[src/rtl/systolic_pkg.sv]
// systolic_pkg: defaults, feeder FSM states and count type shared by the
// banked-buffer, skew-feeder and systolic-array stages.
package systolic_pkg;
    localparam int ARR_SIZE_DEF = 4;
    localparam int DATA_W_DEF   = 16;

    typedef enum logic [1:0] {IDLE, STREAM, DRAIN} state_e;
    typedef logic [15:0] count_t;

    function automatic count_t sat_inc(input count_t c);
        return (c == 16'hFFFF) ? c : c + count_t'(1);
    endfunction
endpackage

[src/rtl/skew_delay_line.sv]
// skew_delay_line: DEPTH-stage data/valid pipe; data is zeroed whenever its
// valid bit is low so idle slots read as 0 at the array edge.
module skew_delay_line #(
    parameter int DEPTH  = 1,
    parameter int DATA_W = 16
) (
    input  logic              clk,
    input  logic              rst,
    input  logic [DATA_W-1:0] data_i,
    input  logic              valid_i,
    output logic [DATA_W-1:0] data_o,
    output logic              valid_o
);
    logic [DEPTH-1:0][DATA_W-1:0] data_q;
    logic [DEPTH-1:0]             valid_q;

    always_ff @(posedge clk or posedge rst) begin
        if (rst) begin
            data_q  <= '0;
            valid_q <= '0;
        end else begin
            data_q[0]  <= valid_i ? data_i : '0;
            valid_q[0] <= valid_i;
            for (int k = 1; k < DEPTH; k++) begin
                data_q[k]  <= data_q[k-1];
                valid_q[k] <= valid_q[k-1];
            end
        end
    end

    assign data_o  = data_q[DEPTH-1];
    assign valid_o = valid_q[DEPTH-1];
endmodule

[src/rtl/skew_feeder.sv]
// skew_feeder: skews banked-buffer vectors into a diagonal wavefront (lane i
// delayed i+1 cycles) and tracks stream boundaries via last tags on lane N-1.
module skew_feeder
    import systolic_pkg::*;
#(
    parameter int ARR_SIZE = ARR_SIZE_DEF,
    parameter int DATA_W   = DATA_W_DEF
) (
    input  logic                       clk,
    input  logic                       rst,
    input  logic                       in_valid,
    input  logic [ARR_SIZE*DATA_W-1:0] in_data,
    input  logic                       in_last,
    output logic [ARR_SIZE*DATA_W-1:0] out_data,
    output logic [ARR_SIZE-1:0]        out_valid,
    output logic                       busy,
    output logic                       done,
    output logic [15:0]                vec_count
);
    state_e              state_q, state_d;
    count_t              cnt_q, cnt_d, vc_q, vc_d;
    logic [ARR_SIZE-1:0] last_q;
    logic                acc_last, tail_clear;

    for (genvar i = 0; i < ARR_SIZE; i++) begin : g_lane
        skew_delay_line #(.DEPTH(i + 1), .DATA_W(DATA_W)) u_line (
            .clk    (clk),
            .rst    (rst),
            .data_i (in_data[i*DATA_W +: DATA_W]),
            .valid_i(in_valid),
            .data_o (out_data[i*DATA_W +: DATA_W]),
            .valid_o(out_valid[i])
        );
    end

    assign acc_last = in_valid && in_last;
    // Only the tag now leaving may be in flight before DRAIN may retire to IDLE.
    assign tail_clear = ((last_q << 1) == '0);

    always_comb begin
        state_d = state_q;
        case (state_q)
            IDLE:    state_d = in_valid ? (in_last ? DRAIN : STREAM) : IDLE;
            STREAM:  state_d = acc_last ? DRAIN : STREAM;
            DRAIN:   state_d = in_valid ? (in_last ? DRAIN : STREAM)
                                        : (done && tail_clear) ? IDLE : DRAIN;
            default: state_d = IDLE;
        endcase
        cnt_d = !in_valid ? cnt_q : (state_q == STREAM) ? sat_inc(cnt_q) : count_t'(1);
        vc_d  = acc_last ? cnt_d : vc_q;
    end

    always_ff @(posedge clk or posedge rst) begin
        if (rst) begin
            state_q <= IDLE;
            cnt_q   <= '0;
            vc_q    <= '0;
            last_q  <= '0;
        end else begin
            state_q <= state_d;
            cnt_q   <= cnt_d;
            vc_q    <= vc_d;
            last_q  <= (last_q << 1) | ARR_SIZE'(acc_last);
        end
    end

    assign done      = last_q[ARR_SIZE-1];
    assign busy      = (state_q != IDLE);
    assign vec_count = vc_q;
endmodule

[config.mk]
export PLATFORM = sky130hd
export DESIGN_NAME = skew_feeder
export DESIGN_NICKNAME = d
export VERILOG_FILES = /design/src/rtl/systolic_pkg.sv /design/src/rtl/skew_delay_line.sv /design/src/rtl/skew_feeder.sv
export SDC_FILE = /design/constraint.sdc
export NUM_CORES = 1
export LEC_CHECK = 0
export ABC_AREA = 1
export CORE_MARGIN = 10
export CORE_UTILIZATION = 37
export DETAILED_ROUTE_END_ITERATION = 12
export HOLD_SLACK_MARGIN = 0.12
export PLACE_DENSITY_LB_ADDON = 0.2
export SLEW_MARGIN = 10
export SYNTH_ARGS = -nofsm -noshare
export SYNTH_HDL_FRONTEND = slang
export SYNTH_SLANG_ARGS = --single-unit
[constraint.sdc]
create_clock -name clk -period 8.79 [get_ports clk]
set_input_delay 0.879 -clock clk [delete_from_list [all_inputs] [get_ports clk]]
set_output_delay 0.879 -clock clk [all_outputs]
set_load 0.005 [all_outputs]
# After elaboration in Yosys (flattened, before gate mapping)
# Index checks and enable logic that the tools add are counted.
# totals
reg_bits	208
elab_cells	41
in_bits	68
# classes
addsub	1
n_eq_ne	3
n_bitwise	1
mux	13
n_reduce_logical	5
# op_table
op	n
two-way mux 16 bit	7
adder 16 x 1 -> 16 bit (second input constant)	1
== test 16 bit (second input constant)	1
two-way mux 2 bit	5
case mux 2 bit (3 select lines)	1
logical NOT 4 bit	1
bitwise OR 4 x 1 -> 4 bit	1
== test 2 x 1 -> 1 bit (second input constant)	1
== test 2 bit (second input constant)	1
logical AND 1 bit	2
logical NOT 2 bit	1
nonzero test 2 bit	1

# Depth between registers and ports, before layout
# Gate-level depths: netlist of the first run.
# logic_depth
ltp_word	5
ltp_mapped	10
mapped_depth_nobuf	10

# Hierarchy
# A second synthesis of the first run with hierarchy kept.
# unflattened
hier_cells	602
hier_area_um2	7214.4
# by_module_without_submodules
mod	area_per_inst_um2	seq_area_each_um2	instances	cells_per_inst
skew_delay_line (g_lane[3].u_line)	1989.4	1701.6	1	119
skew_feeder	1929.4	950.9	1	244
skew_delay_line (g_lane[2].u_line)	1564.0	1276.2	1	102
skew_delay_line (g_lane[1].u_line)	1138.6	850.8	1	85
skew_delay_line (g_lane[0].u_line)	593.1	425.4	1	52

# Worst setup path before layout of the first run
# Ideal clock, no wire load.
# synth_timing
kind	in2reg
from	input in_valid
to	register cnt_q[10]
cell_stages	6
path_slack_ns	7.200
arrival_time_ns	1.471
required_time_ns	8.671
setup_time_ns	0.119
path_cell_list	inv_2 -> nor2_1 -> inv_2 -> nand2_1 -> nand2_1 -> and2_1
# synth_via
elab_chain_len	1
# synth_lines
item	line	source
start: declaration	skew_feeder.sv:11	input logic in_valid,
two-way mux 16 bit	skew_feeder.sv:49	cnt_d = !in_valid ? cnt_q : (state_q == STREAM) ? sat_inc(cnt_q) : count_t'(1);
named net cnt_d[10]	skew_feeder.sv:21	count_t cnt_q, cnt_d, vc_q, vc_d;
end signal: assignment	skew_feeder.sv:61	cnt_q <= cnt_d;
end: declaration	skew_feeder.sv:21	
# The timed path passes the listed nets, and every way through them passes these cells.
# A chain may end at the register's enable or synchronous reset.

# Final worst setup path of the first run
# layout_timing
from	input in_valid
to	register vc_q[2], in the netlist vec_count[2]
# layout_via
elab_chain_len	1
# layout_lines
item	line	source
two-way mux 16 bit or logical AND 1 bit (tied branches)	skew_feeder.sv:49, skew_feeder.sv:36	
end signal: assignment	skew_feeder.sv:62	vc_q <= vc_d;
end: declaration	skew_feeder.sv:21	
# Several ways; a longest one is shown, not always the timed one.

==> run metrics, run 1 <==
status=finished clean; Final setup viols=0; boundary pin count=154; M2 GR Usage=0.188; reg-to-reg startpoint=cnt_q[0]; reg2reg path depth=9; Final Instance Area=9050 um^2; Critical Path AT=3.05 ns; GR Util met3=0.0367; top-area cell type share of the netlist area=0.731; layout cell share with drive strength beyond 1=0.0731; max-slew violations=0; Post-Syn Instances=596; crit start category=primary input; Clock Path Buffers=3; H-Tree Depth=1; GR Layer Usage met1=0.136; Final Skew=0.00776 ns; cts hold-fix bufs=0; largest net degree at the start of global routing=136; Post-route DRC=0; Tot GR Track Use=0.112; Setup Fix Bufs, Post-CTS=0; initial antenna violation count=0; DR vias=4010; worst-path fanout max=77; Required @ worst endpoint=9.20 ns; #FFs+latches synth=202; later-pin clock latency in the skew report=0.49 ns; final WL=13800 um; Peak Freq=379 MHz; Clock transition at path regs=0.06 ns; top cells by area, synth=dfrtp_1, nand2_1, buf_4; drt pass-1 iters=4; Die H=157 um; CTS Sinks=202; Synth area leader=dfrtp_1; Netlist Area Pre-Place=6920 um^2; Final Hold Viols=0; Post-CTS Resized=0; area of the multi-input gates=1060 um^2; sequential area share after synthesis=0.731; post-synthesis cell type count=31; Max VDD drop=0.140 mV; diode count=0; Initial DRC Count=161; first-pass GRT wire length=22300 um; Yosys Warn Count=0; Hold WC Path Type=reg2reg; Max Cap Violations=0; Mean Syn Cell Area=11.6 um^2; R2R setup slack=7.10 ns; cts bufs inserted=22; Util after Layout=0.499; fin nets=780; Crit. End Element=register; WS Path Type=in2reg; die area=24600 um^2; vias in the first global route=4259; core area=18100 um^2; grt peak-use layer=met2; syn_nets=665; Critical Path Sink=vec_count[2]; fill count=1603; Final min period=2.64 ns; P_leak=4.70 nW; Storage cell area=5050 um^2; Rel. slew slack=0.415; post-route ant nets=0; average vias per placed instance=4.20; Root Driver=clkbuf_16; area grow syn2layout=30.9%; Die X=157 um; reg2reg end=vec_count[1]; GPL Wtd Cong=0.793; CTS tree=done; RSZ-0062 raised after global routing=false; total congestion overflow=0; Final Cycle Share=0.300; Row Count=49; Worst Max-Slew Pin Slew=0.878 ns; DR WL/cell=14.4 um; CP Launch Point=in_valid; Initial Utilization=0.381; pwr/cell area=230 nW/um^2; post-DP HPWL=9560 um; # port buffers=153; dpl cell area=8300 um^2; setup tns final=0 ns
==> area by class of cell <==
cell class,instances,area share
Multi-Input combinational cell,239,0.117
Sequential cell,202,0.558
Timing Repair Buffer,155,0.170
Tap cell,229,0.0316
Inverter,91,0.0386
Clock inverter,8,0.0175
Clock buffer,30,0.0663
==> metrics by stage <==
stage / worst slack (ns) / instances / hold slack [ns] / power, mW
CTS: 6.09 / 954 / 0.344 / 2.12
global placement: 5.64 / 916 / 0.331 / 1.15
global route: 5.83 / 954 / 0.349 / 2.18
detailed placement: 5.57 / 916 / 0.335 / 1.16
floorplan: 2.40 / 596 / 0.331 / 1.08
finish: 6.15 / 954 / 0.340 / 2.09
==> flip-flops by register name (all words and copies together), names as in the netlist <==
signal / count
g_lane.u_line.data_o: 64
g_lane.u_line.data_q: 96
vec_count: 16
g_lane.u_line.valid_q: 4
state_q: 2
last_q: 4
cnt_q: 16
==> Yosys cell counts <==
cell and number:
nand3_2 1, and2_1 1, ha_1 1, buf_6 2, and2_4 1, o21ai_1 7
nor2_1 19, inv_1 89, a211oi_1 1, nor3_1 3, buf_2 5, nor2_2 4
nand2_1 151, a31oi_1 1, buf_4 52, nor2_4 2, inv_2 2, or2_1 1
nand2_4 1, buf_1 3, o21ai_0 3, xnor2_1 1, a21oi_1 3, nand4_1 4
nand3_1 25, clkbuf_1 2, nand2_2 4, xor2_1 3, dfrtp_1 202, nand4_2 1
or2_2 1
==> worst max-delay path: stages <==
cell and delay, ns:
buf_2 0.07, buf_4 0.60, nand2_1 0.66, inv_1 0.59
nor2_1 0.08, a31oi_1 0.15
==> kinds of logic (layout without fill, tap and decap cells) <==
kind of cell | Yosys count | after routing | synth area share
xor+xnor | 4 | 4 | 0.00507
buf+inv | 155 | 284 | 0.115
simple gates | 219 | 219 | 0.135
fa+ha+maj | 1 | 1 | 0.00181
compound gates | 15 | 15 | 0.0114
flops | 202 | 202 | 0.731
==> power by group <==
group          internal, mW  switching (mW)
sequential            0.977          0.0177
clock                 0.598           0.351
combinational        0.0749          0.0664
==> worst min path at each step <==
stage                                             end                        start  slack, ns  cells past startpoint
after floorplan            g_lane[1].u_line.data_o[0]   g_lane[1].u_line.data_q[0]       0.33                      0
after global placement    g_lane[2].u_line.data_q[22]   g_lane[2].u_line.data_q[6]       0.33                      0
after global routing      g_lane[3].u_line.data_q[42]  g_lane[3].u_line.data_q[26]       0.35                      0
after CTS                 g_lane[3].u_line.data_q[35]  g_lane[3].u_line.data_q[19]       0.34                      0
final                      g_lane[3].u_line.data_o[9]  g_lane[3].u_line.data_q[41]       0.34                      0
after detailed placement  g_lane[1].u_line.data_o[14]  g_lane[1].u_line.data_q[14]       0.33                      0
==> cells in the final DEF (no fill, tap or decap), types with 6 or more instances in the layout <==
| cell | count |
|---|---|
| nand3_1 | 25 |
| clkbuf_1 | 6 |
| clkbuf_16 | 22 |
| clkdlybuf4s50_1 | 152 |
| dfrtp_1 | 202 |
| o21ai_1 | 7 |
| inv_1 | 88 |
| nor2_1 | 19 |
| nand2_1 | 151 |
==> metal layers <==
metal | part of all wire | routed length, um
met1 | 0.40 | 5490
met2 | 0.51 | 6960
met3 | 0.081 | 1120
met4 | 0.015 | 208
met5 | 0 | 0
Power figures use the tool's default switching activity.
==> run 2: changes to the inputs <==
Clock period 8.79 ns to 2.49 ns, I/O delays scaled along.
==> run 2 against run 1 <==
Largest power group unchanged. Clock power rose to 3.3 times the previous value. Sequential share of layout area down 0.20 points. Total power rose to 3.4 times the previous value. Critical path depth down 4. Worst hold slack worse by 0.064 ns.
==> run metrics, run 2 (same netlist as run 1, synthesis figures left out) <==
status=finished clean; Clock Path Buffers=3; fin nets=786; Rel. slew slack=0.635; CTS Sinks=202; most frequent cells in the layout=dfrtp_1, clkdlybuf4s50_1, nand2_1, inv_1, nand3_1; Crit path max-delay family=buffers and inverters; Crit path buffers/inverters=1; GPL Wtd Cong=0.868; Final Skew=0.00499 ns; H-Tree Depth=1; max reg flops=96; Initial DRC Count=166; initial antenna violation count=0; worst hold path startpoint=in_data[55]; crit start category=register; Worst Max-Slew Pin Slew=0.547 ns; drt pass-1 iters=4; Required @ worst endpoint=2.24 ns; CTS tree=done; P_leak=4.71 nW; total congestion overflow=0; Peak Freq=512 MHz; Design Power=7.14 mW; post-DP HPWL=9560 um; average vias per placed instance=4.23; largest net degree at the start of global routing=91; Max VDD drop=0.377 mV; reg2reg end=vec_count[11]; Inst Count DP=920; max-slew violations=0; worst-path fanout max=5; Most flops, register=g_lane.u_line.data_q; Slowest-stage cell, CP=clkdlybuf4s50_1; Final min period=1.95 ns; DR vias=4069; Clock transition at path regs=0.06 ns; Final setup viols=0; Die H=157 um; cell breakdown of the critical path=or2_2 > clkdlybuf4s50_1; R2R setup slack=0.79 ns; final WL=13700 um; vias in the first global route=4296; setup tns final=0 ns; Worst Hold Path Cells=3; WS Path Type=reg2out; Hold WC Path Type=in2reg; Tot GR Track Use=0.111; first-pass GRT wire length=22200 um; diode count=0; area grow syn2layout=31.4%; boundary pin count=154; Post-CTS Resized=0; reg2reg path depth=9; Crit. End Element=output pin; pwr/cell area=786 nW/um^2; Die X=157 um; die area=24600 um^2; cts bufs inserted=22; core area=18100 um^2; WHS Endpoint=g_lane[3].u_line.data_q[7]; Max Cap Violations=0; reg-to-reg startpoint=cnt_q[0]; Post-route DRC=0; Row Count=49; Finished Layout Cells=961; Final Cycle Share=0.784; layout cell share with drive strength beyond 1=0.0833; later-pin clock latency in the skew report=0.49 ns; RSZ-0062 raised after global routing=false; Critical Path AT=1.70 ns; Slowest Stage Delay on Critical Path=0.50 ns; Root Driver=clkbuf_16; area of the multi-input gates=1060 um^2; Initial Utilization=0.381; Final Hold Viols=0; Storage cell area=5050 um^2; commonest non-fill, non-tap cell in the layout=dfrtp_1; post-route ant nets=0; DR WL/cell=14.3 um; # port buffers=153; fill count=1616
## run 2: changes by cell type in the layout (fill, tap and decap cells not counted)
cell,before,now
buf_12,0,2
buf_4,2,4
bufinv_16,4,1
clkbuf_1,6,3
clkbuf_8,2,5
clkinv_2,1,4
clkinvlp_4,0,3
dlygate4sd3_1,0,2
inv_6,1,0
inv_8,1,0
## run 2: worst max-delay path by stage
| stage | start | end | slack (ns) | cells after the start |
|---|---|---|---|---|
| after floorplan | rst | cnt_q[0] | -0.38 | 1 |
| after global placement | cnt_q[0] | vec_count[9] | 0.91 | 9 |
| after detailed placement | cnt_q[0] | vec_count[9] | 0.82 | 9 |
| after CTS | state_q[1] | busy | 0.50 | 2 |
| after global routing | state_q[1] | busy | 0.49 | 2 |
| final | state_q[1] | busy | 0.54 | 2 |
## run 2: repair_timing
action	4_1_cts	5_1_grt
endpoints found under the setup margin	0	0
endpoints found under the hold margin	17	0
setup buffers	0	0
hold buffers	2	0
## run 2: worst reg2reg max path: stages (launching register included)
cell and delay [ns]:
dfrtp_1 0.40, ha_1 0.24, nand2_1 0.07, nor2_1 0.05, nand2_1 0.09, nor2_1 0.06, nor2_1 0.30, nand3_1 0.16
nand4_1 0.14, nand2_1 0.07
## run 2: final cells by class
| class | instances | area share |
|---|---|---|
| inverter | 91 | 0.0380 |
| sequential | 202 | 0.556 |
| timing repair buffer | 161 | 0.178 |
| clock inverter | 9 | 0.00991 |
| clock buffer | 30 | 0.0694 |
| tap | 229 | 0.0315 |
| multi-input combinational | 239 | 0.117 |
## run 2: per-layer routing
layer  routed length, um  vias to the layer above  track usage  share of wire
met5                   0                        -            0              0
met4                 238                        0       0.0324          0.017
met3                 877                       25       0.0321          0.064
met2                7290                       99        0.202           0.53
met1                5310                     1984        0.123           0.39
li1                    -                     1961            -              -
## run 2: power by group
group	switching (mW)	leakage [nW]	total [mW]	internal, mW
registers	0.0623	2.62	3.51	3.45
logic	0.231	1.74	0.505	0.274
clock network	1.24	0.352	3.13	1.88
total	1.54	4.71	7.14	5.61
## run 2: metrics by stage
| stage | hold WS, ns | cell area [um^2] | util | worst slack, ns |
|---|---|---|---|---|
| 3_3_place_gp | 0.331 | 8350 | 0.460 | 0.913 |
| 6_report | 0.276 | 9090 | 0.501 | 0.538 |
| 3_5_place_dp | 0.335 | 8350 | 0.460 | 0.816 |
| 5_1_grt | 0.265 | 9090 | 0.501 | 0.488 |
| 2_1_floorplan | 0.280 | 6920 | - | -0.375 |
| 4_1_cts | 0.251 | 9090 | 0.501 | 0.504 |
==> run 3: changes to the inputs <==
Clock period 2.49 ns to 1.78 ns, I/O delays scaled along.
==> run 3 against run 2 <==
Clock power is 49% higher. Critical path depth stayed put. Sequential cell count stayed put. Cell count is 0.31% higher. Highest routed layer unchanged. Sequential share of layout area is 0.57 points lower. Non-clock buffer count is 3 higher.
==> run metrics, run 3 (same netlist as run 1, synthesis figures left out) <==
fin nets=789; commonest non-fill, non-tap cell in the layout=dfrtp_1; CTS tree=done; largest net degree at the start of global routing=81; M2 GR Usage=0.198; setup tns final=0 ns; Root Driver=clkbuf_16; Logic pwr share=0.070; crit start category=register; Final Cycle Share=0.935; Slowest Stage Delay on Critical Path=0.43 ns; area grow syn2layout=32.7%; Tot GR Track Use=0.111; GR Util met3=0.0296; Peak Freq=601 MHz; Die X=157 um; Crit. End Element=output pin; R2R setup slack=0.19 ns; sequential share of power=0.477; cell breakdown of the critical path=or2_2 > dlygate4sd2_1; Finished Layout Cells=964; Max VDD drop=0.638 mV; WP depth=2; Final Skew=0.00856 ns; Final setup viols=0; post-DP HPWL=9840 um; Most flops, register=g_lane.u_line.data_q; first-pass GRT wire length=22300 um; H-Tree Depth=1; final WL=13700 um; core area=18100 um^2; Crit path max-delay family=flip-flops; P_sw=2.11 mW; max reg flops=96; die area=24600 um^2; final worst slack=0.115 ns; Crit path buffers/inverters=1; max-slew violations=0; Final Instance Area=9180 um^2; WS Path Type=reg2out; DR vias=4032; reg2reg end=cnt_q[10]; Required @ worst endpoint=1.60 ns; reg-to-reg startpoint=cnt_q[1]; Post-route DRC=0; GR Layer Usage met1=0.128; cts bufs inserted=22; Setup WS pre-CTS=0.139 ns; P_int=8.19 mW; dpl cell area=8400 um^2; Net Sw Frac=0.205; Initial DRC Count=172; grt peak-use layer=met2; CP Launch Point=state_q[1]; # port buffers=153; most frequent cells in the layout=dfrtp_1, nand2_1, clkdlybuf4s50_1, inv_1, nand3_1; Final min period=1.67 ns; later-pin clock latency in the skew report=0.49 ns; Slowest-stage cell, CP=dfrtp_1; reg2reg path depth=9; boundary pin count=154; Clock Power Share=0.453; Worst Max-Slew Pin Slew=0.512 ns; Rel. slew slack=0.659; P_leak=4.76 nW; vias in the first global route=4387; RSZ-0062 raised after global routing=false; Row Count=49; diode count=0; initial antenna violation count=0; Critical Path AT=1.49 ns; Die H=157 um; layout cell share with drive strength beyond 1=0.0871; post-route ant nets=0; DR WL/cell=14.2 um; total congestion overflow=0; GPL Wtd Cong=0.852; CTS Sinks=202; average vias per placed instance=4.18; worst-path fanout max=5; Final Hold Viols=0; pwr/cell area=1120 nW/um^2; status=finished clean; Initial Utilization=0.381; Inst Count DP=924; Clock transition at path regs=0.06 ns; Clock Path Buffers=3; Max Cap Violations=0; Hold WC Path Type=in2async; drt pass-1 iters=6
run 3: cell count changes in the layout (fill, tap and decap cells not counted), sizes merged:
| cell | delta |
|---|---|
| clkinvlp | -1 |
| dlygate4sd3 | -1 |
| clkdlybuf4s50 | -1 |
| dlygate4sd2 | +1 |
| buf | +4 |
| bufinv | +2 |
| inv | +1 |
| clkbuf | +2 |
| clkinv | -4 |
run 3: tightest hold or removal path: stages:
cell	delay, ns
clkdlybuf4s50_1	0.44
clkinvlp_4	0.13
buf_12	0.22
run 3: how the worst max path moves through the flow:
stage                          to  slack, ns
floorplan                cnt_q[0]      -1.01
global placement    vec_count[11]       0.21
detailed placement  vec_count[11]       0.14
CTS                          busy       0.07
global route        vec_count[10]       0.05
finish                       busy       0.11
run 3: metal layers:
metal | part of all wire | vias to the layer above | wire (um)
met2 | 0.52 | 107 | 7170
li1 | - | 1963 | -
met3 | 0.064 | 21 | 875
met4 | 0.018 | 0 | 241
met5 | 0 | - | 0
met1 | 0.40 | 1941 | 5440
run 3: layout make-up:
class                   instances  area (um^2)
clock buffers                  32          649
clock inverters                 7          119
fillers                      1570         8970
inverters                      91          345
multi-input cells             239         1070
flip-flops and latches        202         5050
well taps                     229          287
repair buffers                164         1660
run 3: power by group through the flow:
stage | clock [mW] | sequential (mW) | combinational [mW]
detailed placement | 0 | 5.00 | 0.744
CTS | 4.83 | 4.91 | 0.746
finish | 4.67 | 4.91 | 0.721
global route | 5.02 | 4.93 | 0.806
global placement | 0 | 4.98 | 0.733
floorplan | 0 | 4.98 | 0.351
run 3: through the flow:
stage	hold slack, ns	power, mW	util
after floorplan	0.209	5.33	-
after global placement	0.331	5.72	0.463
after detailed placement	0.335	5.74	0.463
after CTS	0.129	10.5	0.506
after global routing	0.147	10.8	0.506
final	0.136	10.3	0.506
run 3: repair_timing:
| item | in CTS | in global routing |
|---|---|---|
| setup buffers | 0 | 0 |
| endpoints found under the setup margin | 1 | 1 |
| pin swaps | 0 | 0 |
| hold buffers | 1 | 0 |
| hold endpoints to repair | 1 | 0 |
| resized for setup | 1 | 1 |
